==> src/rtl/stream_pkg.sv <==
// Shared stream helpers: width calculation and lane keep-mask generation.
package stream_pkg;

  // Largest lane count any stream block in this slice is built for.
  localparam int MAX_RATIO = 16;
  // Bits needed to index MAX_RATIO lanes.
  localparam int MAX_CW = 4;

  // Ceiling log2 with a floor of 1 so a counter never collapses to zero width.
  function automatic int width_of(input int n);
    int w;
    w = 0;
    while ((1 << w) < n) begin
      w = w + 1;
    end
    if (w < 1) begin
      w = 1;
    end
    return w;
  endfunction

  // Lanes 0..cnt set, all higher lanes clear.
  function automatic logic [MAX_RATIO-1:0] keep_mask(input logic [MAX_CW-1:0] cnt);
    logic [MAX_RATIO-1:0] m;
    for (int i = 0; i < MAX_RATIO; i++) begin
      m[i] = (i <= int'(cnt));
    end
    return m;
  endfunction

endpackage

==> src/rtl/stream_width_packer.sv <==
// Valid/ready upsizer: packs RATIO consecutive IW-bit beats into one
// IW*RATIO-bit word, little-endian (first beat in lane 0). A beat with
// i_last closes the word early; o_keep marks which lanes carry data.
//
// Handshake: a transfer happens on a rising edge where valid && ready.
// Once valid is raised, data/last are held until the transfer. o_ready
// is !o_valid || i_ready, so it depends combinationally on i_ready only.
module stream_width_packer
  import stream_pkg::*;
#(
  parameter int   IW           = 8,
  parameter int   RATIO        = 4,
  parameter logic OPT_LOWPOWER = 1'b0
) (
  input  logic                i_clk,
  input  logic                i_reset,
  input  logic                i_valid,
  output logic                o_ready,
  input  logic [IW-1:0]       i_data,
  input  logic                i_last,
  output logic                o_valid,
  input  logic                i_ready,
  output logic [IW*RATIO-1:0] o_data,
  output logic [RATIO-1:0]    o_keep,
  output logic                o_last
);

  localparam int OW = IW * RATIO;
  localparam int CW = width_of(RATIO);

  // Lane counter: index of the lane the next accepted beat lands in.
  logic [CW-1:0] cnt;
  // Beats of the word under construction; lanes at and above cnt are zero.
  logic [OW-1:0] acc;

  logic                 accept;
  logic                 last_lane;
  logic                 complete;
  logic [MAX_RATIO-1:0] full_mask;
  logic [RATIO-1:0]     lane_keep;
  logic [OW-1:0]        lane_bits;
  logic [OW-1:0]        merged;
  logic [OW-1:0]        word_next;

  // The output register can take a new word if it is empty or draining now.
  assign o_ready   = !o_valid || i_ready;
  assign accept    = i_valid && o_ready;
  assign last_lane = (cnt == CW'(RATIO - 1));
  assign complete  = accept && (last_lane || i_last);

  // Keep mask for a word closing at lane cnt.
  always_comb begin
    full_mask = keep_mask(MAX_CW'(cnt));
    lane_keep = full_mask[RATIO-1:0];
  end

  // Accumulator with the incoming beat dropped into lane cnt, and the
  // same word with lanes above cnt forced to zero for emission.
  always_comb begin
    merged    = acc;
    lane_bits = '0;
    for (int k = 0; k < RATIO; k++) begin
      if (k == int'(cnt)) begin
        merged[k*IW +: IW] = i_data;
      end
      lane_bits[k*IW +: IW] = {IW{lane_keep[k]}};
    end
    word_next = merged & lane_bits;
  end

  generate
    if (RATIO < MAX_RATIO) begin : g_mask_tail
      // Lanes beyond RATIO do not exist in this instance.
      logic unused_mask_tail;
      assign unused_mask_tail = |full_mask[MAX_RATIO-1:RATIO];
    end
  endgenerate

  // Lane counter and accumulator: fill on each accepted beat, clear on completion.
  always_ff @(posedge i_clk) begin
    if (i_reset) begin
      cnt <= '0;
      acc <= '0;
    end else if (complete) begin
      cnt <= '0;
      acc <= '0;
    end else if (accept) begin
      cnt <= cnt + CW'(1);
      acc <= merged;
    end
  end

  // Output word register: load on completion, drop valid once drained.
  always_ff @(posedge i_clk) begin
    if (i_reset) begin
      o_valid <= 1'b0;
      o_data  <= '0;
      o_keep  <= '0;
      o_last  <= 1'b0;
    end else if (complete) begin
      o_valid <= 1'b1;
      o_data  <= word_next;
      o_keep  <= lane_keep;
      o_last  <= i_last;
    end else if (o_valid && i_ready) begin
      o_valid <= 1'b0;
      if (OPT_LOWPOWER) begin
        o_data <= '0;
      end
    end
  end

endmodule

==> config.mk <==
export PLATFORM = sky130hd
export DESIGN_NAME = stream_width_packer
export DESIGN_NICKNAME = d
export VERILOG_FILES = /design/src/rtl/stream_pkg.sv /design/src/rtl/stream_width_packer.sv
export SDC_FILE = /design/constraint.sdc
export NUM_CORES = 1
export LEC_CHECK = 0
export ABC_AREA = 1
export CAP_MARGIN = 30
export CORE_MARGIN = 3
export CORE_UTILIZATION = 50
export CTS_CLUSTER_SIZE = 8
export DETAILED_ROUTE_END_ITERATION = 10
export PLACE_DENSITY = 0.78
export SYNTH_ARGS = -nofsm -noshare
export SYNTH_HDL_FRONTEND = slang
export SYNTH_SLANG_ARGS = --single-unit
export TNS_END_PERCENT = 20
==> constraint.sdc <==
create_clock -name i_clk -period 1.8 [get_ports i_clk]
set_input_delay 0.36 -clock i_clk [delete_from_list [all_inputs] [get_ports i_clk]]
set_output_delay 0.36 -clock i_clk [all_outputs]
set_load 0.005 [all_outputs]
---- Word level (Yosys, flattened, before mapping) ----
Cells that the tools add are included.
operators by class
  bitwise operators ....................... 1
  multiplexer cells ....................... 6
  magnitude comparators ................... 3
  reduce and logical (&&, ||, !) cells .... 9
  equal/unequal tests ..................... 4
  add/sub/neg operators ................... 1
operator list
  operator             number
  $and 32x32->32       1
  $mux 8               4
  $eq 2x2->1 const A   2
  $le 2x2->1 const A   2
  $logic_and 1x1->1    3
  $add 2x1->2 const B  1
  $eq 1x2->1 const A   1
  $eq 2x2->1 const B   1
  $le 1x2->1 const A   1
  $logic_not 2->1      1
  $logic_or 1x1->1     2
  $mux 1               2
  $reduce_bool 2->1    1
  $reduce_or 2->1      1
  $logic_not 1->1      1
word-level totals
  register bits after elaboration ......... 72
  bits of input ports ..................... 13
  word-level logic and storage cells ...... 30
  output and inout bits ................... 39

---- Logic depth before layout (Yosys ltp) ----
  depth in word-level cells ............... 5
  mapped depth ............................ 9
  mapped depth without buffers ............ 8

---- Least setup slack after synthesis ----
Ideal clock, no wire load.
  path type ............................... reg-to-reg
  start ................................... register cnt[0]
  end ..................................... register o_data[21]
  data arrival time ....................... 1.335 ns
  library setup time ...................... 0.076 ns
  buffers on the path ..................... 1
  cell stages (with the launch flop) ...... 9
  data required time ...................... 1.724 ns
  path slack .............................. 0.389 ns
  period minus slack after synthesis ...... 1.411 ns
  cell sequence ........................... dfxtp_1 -> inv_1 -> ha_1 -> inv_1 -> clkbuf_1 -> nand2_1 -> o21ai_0 -> nand2_1 -> o21ai_0
on the way
  word-level cells in the longest chain between the ends .. 3
  elaborated cells between the ends (all ways) .. 7
  those cells by class .................... 1 x order compare; 2 x eq/ne; 1 x mux; 1 x bitwise; 2 x reduce/logical
ends and longest elaborated chain
  item                                                 line                                                  text
  from (decl)                                          stream_width_packer.sv:32                             logic [CW-1:0] cnt;
  from (signal assigned)                               stream_width_packer.sv:88                             cnt <= cnt + CW'(1);
  $eq 2x2->1, on equally long branches                 stream_width_packer.sv:63, stream_width_packer.sv:48
  $mux 8 or $logic_or 1x1->1 (tied branches)           stream_width_packer.sv:63, stream_width_packer.sv:49
  $and 32x32->32 or $logic_and 1x1->1 (tied branches)  stream_width_packer.sv:68, stream_width_packer.sv:49
  to (signal assigned)                                 stream_width_packer.sv:102                            o_data <= word_next;
  to (decl)                                            stream_width_packer.sv:23                             output logic [IW*RATIO-1:0] o_data,
Parallel ways exist; a longest one is shown, timed or not.
A chain may end at the register's enable or synchronous reset.

---- Final worst setup path ----
  start ................................... register o_valid
  end ..................................... output o_valid
RTL lines
  item                    line                        text
  from (decl)             stream_width_packer.sv:21   output logic o_valid,
  from (signal assigned)  stream_width_packer.sv:96   o_valid <= 1'b0;
  from (signal assigned)  stream_width_packer.sv:101  o_valid <= 1'b1;
  from (signal assigned)  stream_width_packer.sv:106  o_valid <= 1'b0;
No word-level cell between the ends.

==> impl_metrics.env <==
export IMPL_outcome="complete, no violations"
export IMPL_clock_latency_ns=0.34
export IMPL_swShare=0.248
export IMPL_crit_slowest_cell="clkdlybuf4s50_1"
export IMPL_fin_nets=428
export IMPL_async_flop_share=0
export IMPL_p_int_uw=2390
export IMPL_pin_count=52
export IMPL_worst_pin_slew_ns=0.497
export IMPL_post_place_ws_ns=-0.0389
export IMPL_vias=2526
export IMPL_die_area_um2=6120
export IMPL_root_buffer="clkbuf_8"
export IMPL_hp_class="reg -> reg"
export IMPL_leakagePower_uw=0.00139
export IMPL_antenna_found_initial=0
export IMPL_drive_above_1_share=0.108
export IMPL_endpoint_kind="output pin"
export IMPL_ys_top_cells_by_count="nand2_1, dfxtp_1, nand3_1"
export IMPL_hold_buffers=0
export IMPL_cpPeakStageDelay_ns=0.52
export IMPL_startpoint_type="flip-flop"
export IMPL_cp_arrival_ns=1.23
export IMPL_pwr_share_clk=0.421
export IMPL_grt_pass1_vias=2369
export IMPL_total_power_uw=3180
export IMPL_powerDensity_nw_per_um2=905
export IMPL_coreArea_um2=4880
export IMPL_dpl_cell_area_um2=3300
export IMPL_power_frac_seq=0.464
export IMPL_synth_edff_count=0
export IMPL_area_growth_pct=34.6
export IMPL_first_iter_violations=253
export IMPL_comb_power_share=0.114
export IMPL_criticalPathCategory="reg -> out"
export IMPL_avgSynthCellArea_um2=7.37
export IMPL_clockBufferDepth=2
export IMPL_cp_top_family="buffers and inverters"
export IMPL_hold_viol=0
export IMPL_yosysUniqueCellTypes=17
export IMPL_maxSlewHeadroom=0.669
export IMPL_crit_required_ns=1.44
export IMPL_htreeDepth=3
export IMPL_syn_instance_count=354
export IMPL_routed_wl_um=6760
export IMPL_grt_pass1_wl_um=11400
export IMPL_dr_pass1_iters=5
export IMPL_wire_per_inst_um=14.0
export IMPL_die_width_um=78.2
export IMPL_io_buffers=51
export IMPL_drc=0
export IMPL_synth_top_area_share=0.491
export IMPL_yosys_most_used_dff="dfxtp_1"
export IMPL_synth_seq_cells=64
export IMPL_grt_start_max_net_pins=33
export IMPL_synthesis_area_um2=2610
export IMPL_via_per_inst=5.23
export IMPL_path_cells="clkdlybuf4s50_1"
export IMPL_path_clk_slew_ns=0.07
export IMPL_crit_path_max_fanout=3
export IMPL_routabilityCongestion=0.783
export IMPL_yosysMostFrequentCell="nand2_1"
export IMPL_synthTopCellsByArea="dfxtp_1, nand2_1, nand3_1"
export IMPL_cap_violations=0
export IMPL_rsz0062_at_grt="false"
export IMPL_synth_top_cell_by_area="dfxtp_1"
export IMPL_numCtsBuffers=9
export IMPL_slew_viol_final=0
export IMPL_dp_hpwl_um=4600
export IMPL_cts_sinks=64
export IMPL_antenna_cells=0
export IMPL_hold_slack_ns=0.445
export IMPL_grtUsageMet2=0.404
export IMPL_power_switching_uw=790
export IMPL_max_freq_ghz=0.627
export IMPL_track_usage=0.240
export IMPL_final_core_util=0.720
export IMPL_period_minus_slack_ns=1.59
export IMPL_ys_seq_area_frac=0.491
export IMPL_met1_usage=0.289
export IMPL_fin_ws_ns=0.206
export IMPL_peakVddDrop_uv=685
export IMPL_initial_core_util=0.535
export IMPL_fp_dieH_um=78.2
export IMPL_critPathBufInv=1
export IMPL_grt_overflow=0
export IMPL_std_cell_rows=25
export IMPL_fin_skew_ns=0.00585
export IMPL_grt_busiest_layer="met2"
export IMPL_synth_warnings=0
export IMPL_cts_tree="done"
export IMPL_synth_fp_nets=371
export IMPL_setup_viol=0
export IMPL_finalInstanceArea_um2=3510
export IMPL_period_share=0.885
export IMPL_grtUsageMet3=0.0550
export IMPL_ant_nets=0
area by class of cell:
type	instances	area [µm²]
clock buffer	10	128
clock inverter	6	83.8
fill	382	1370
inverter	19	71.3
multi-input combinational	250	1160
sequential	64	1280
tap	67	83.8
timing repair buffer	67	704
logic make-up after synthesis:
| family | share of synthesized area |
|---|---|
| adder cells (fa/ha/maj) | 0.0192 |
| buffers and inverters | 0.0643 |
| AND/OR/NAND/NOR | 0.296 |
| AO/OA/AOI/OAI | 0.129 |
| flip-flops | 0.491 |
layer usage:
metal  part of all wire  wire [µm]  up-vias
li1                   -          -     1270
met1               0.44       2960     1167
met2               0.50       3350       78
met3              0.047        320       11
met4              0.018        123        0
met5                  0          0        -
cell usage in the layout, fill, tap and decap left out:
cell | synthesis | final
a21boi_2 | 1 | 1
dfxtp_1 | 64 | 64
nand3_1 | 49 | 49
nand2_1 | 118 | 118
nand4_1 | 2 | 2
o21ai_0 | 30 | 30
clkbuf_8 | 0 | 9
clkinv_4 | 0 | 1
inv_2 | 2 | 2
nand3_2 | 1 | 1
nand2_2 | 2 | 2
clkbuf_1 | 6 | 1
clkdlybuf4s50_1 | 0 | 50
or2_2 | 8 | 8
buf_12 | 0 | 6
a21oi_1 | 35 | 35
inv_1 | 16 | 16
ha_1 | 4 | 4
buf_4 | 0 | 10
clkinv_1 | 1 | 1
dlygate4sd2_1 | 0 | 1
clkinv_2 | 0 | 3
bufinv_16 | 0 | 2
final timing paths:
| path | from | endpoint | slack (ns) | depth (start not counted) |
|---|---|---|---|---|
| hold / removal | o_data[4]$_SDFFE_PP0P_ | o_data[4]$_SDFFE_PP0P_ | 0.45 | 2 |
| hold reg to reg | o_data[4]$_SDFFE_PP0P_ | o_data[4]$_SDFFE_PP0P_ | 0.45 | 2 |
| setup reg to reg | cnt[1]$_SDFFE_PP0P_ | o_data[15]$_SDFFE_PP0P_ | 0.30 | 5 |
| setup / recovery | o_valid$_SDFFE_PP0P_ | o_valid | 0.21 | 1 |
state kept, by name (all words and copies together), names as in the netlist:
name	cells
acc	24
cnt	2
o_data	32
o_keep	4
o_last	1
o_valid	1
timing repair:
| item | 4_1_cts | 5_1_grt |
|---|---|---|
| gates resized for setup | 1 | 0 |
| endpoints found under the setup margin | 1 | 0 |
| buffers inserted | 0 | 0 |
power groups by stage:
stage	clock [µW]	combinational (µW)	sequential [µW]
3_5_place_dp	0	359	1510
4_1_cts	1350	361	1480
2_1_floorplan	0	197	1510
3_3_place_gp	0	354	1510
6_report	1340	363	1480
5_1_grt	1410	400	1480
per-stage QoR:
step | setup TNS [ns] | std cells
floorplan | 0 | 354
global placement | 0 | 467
detailed placement | -0.121 | 467
CTS | 0 | 483
global route | 0 | 483
finish | 0 | 483
Power figures use the tool's default switching activity.
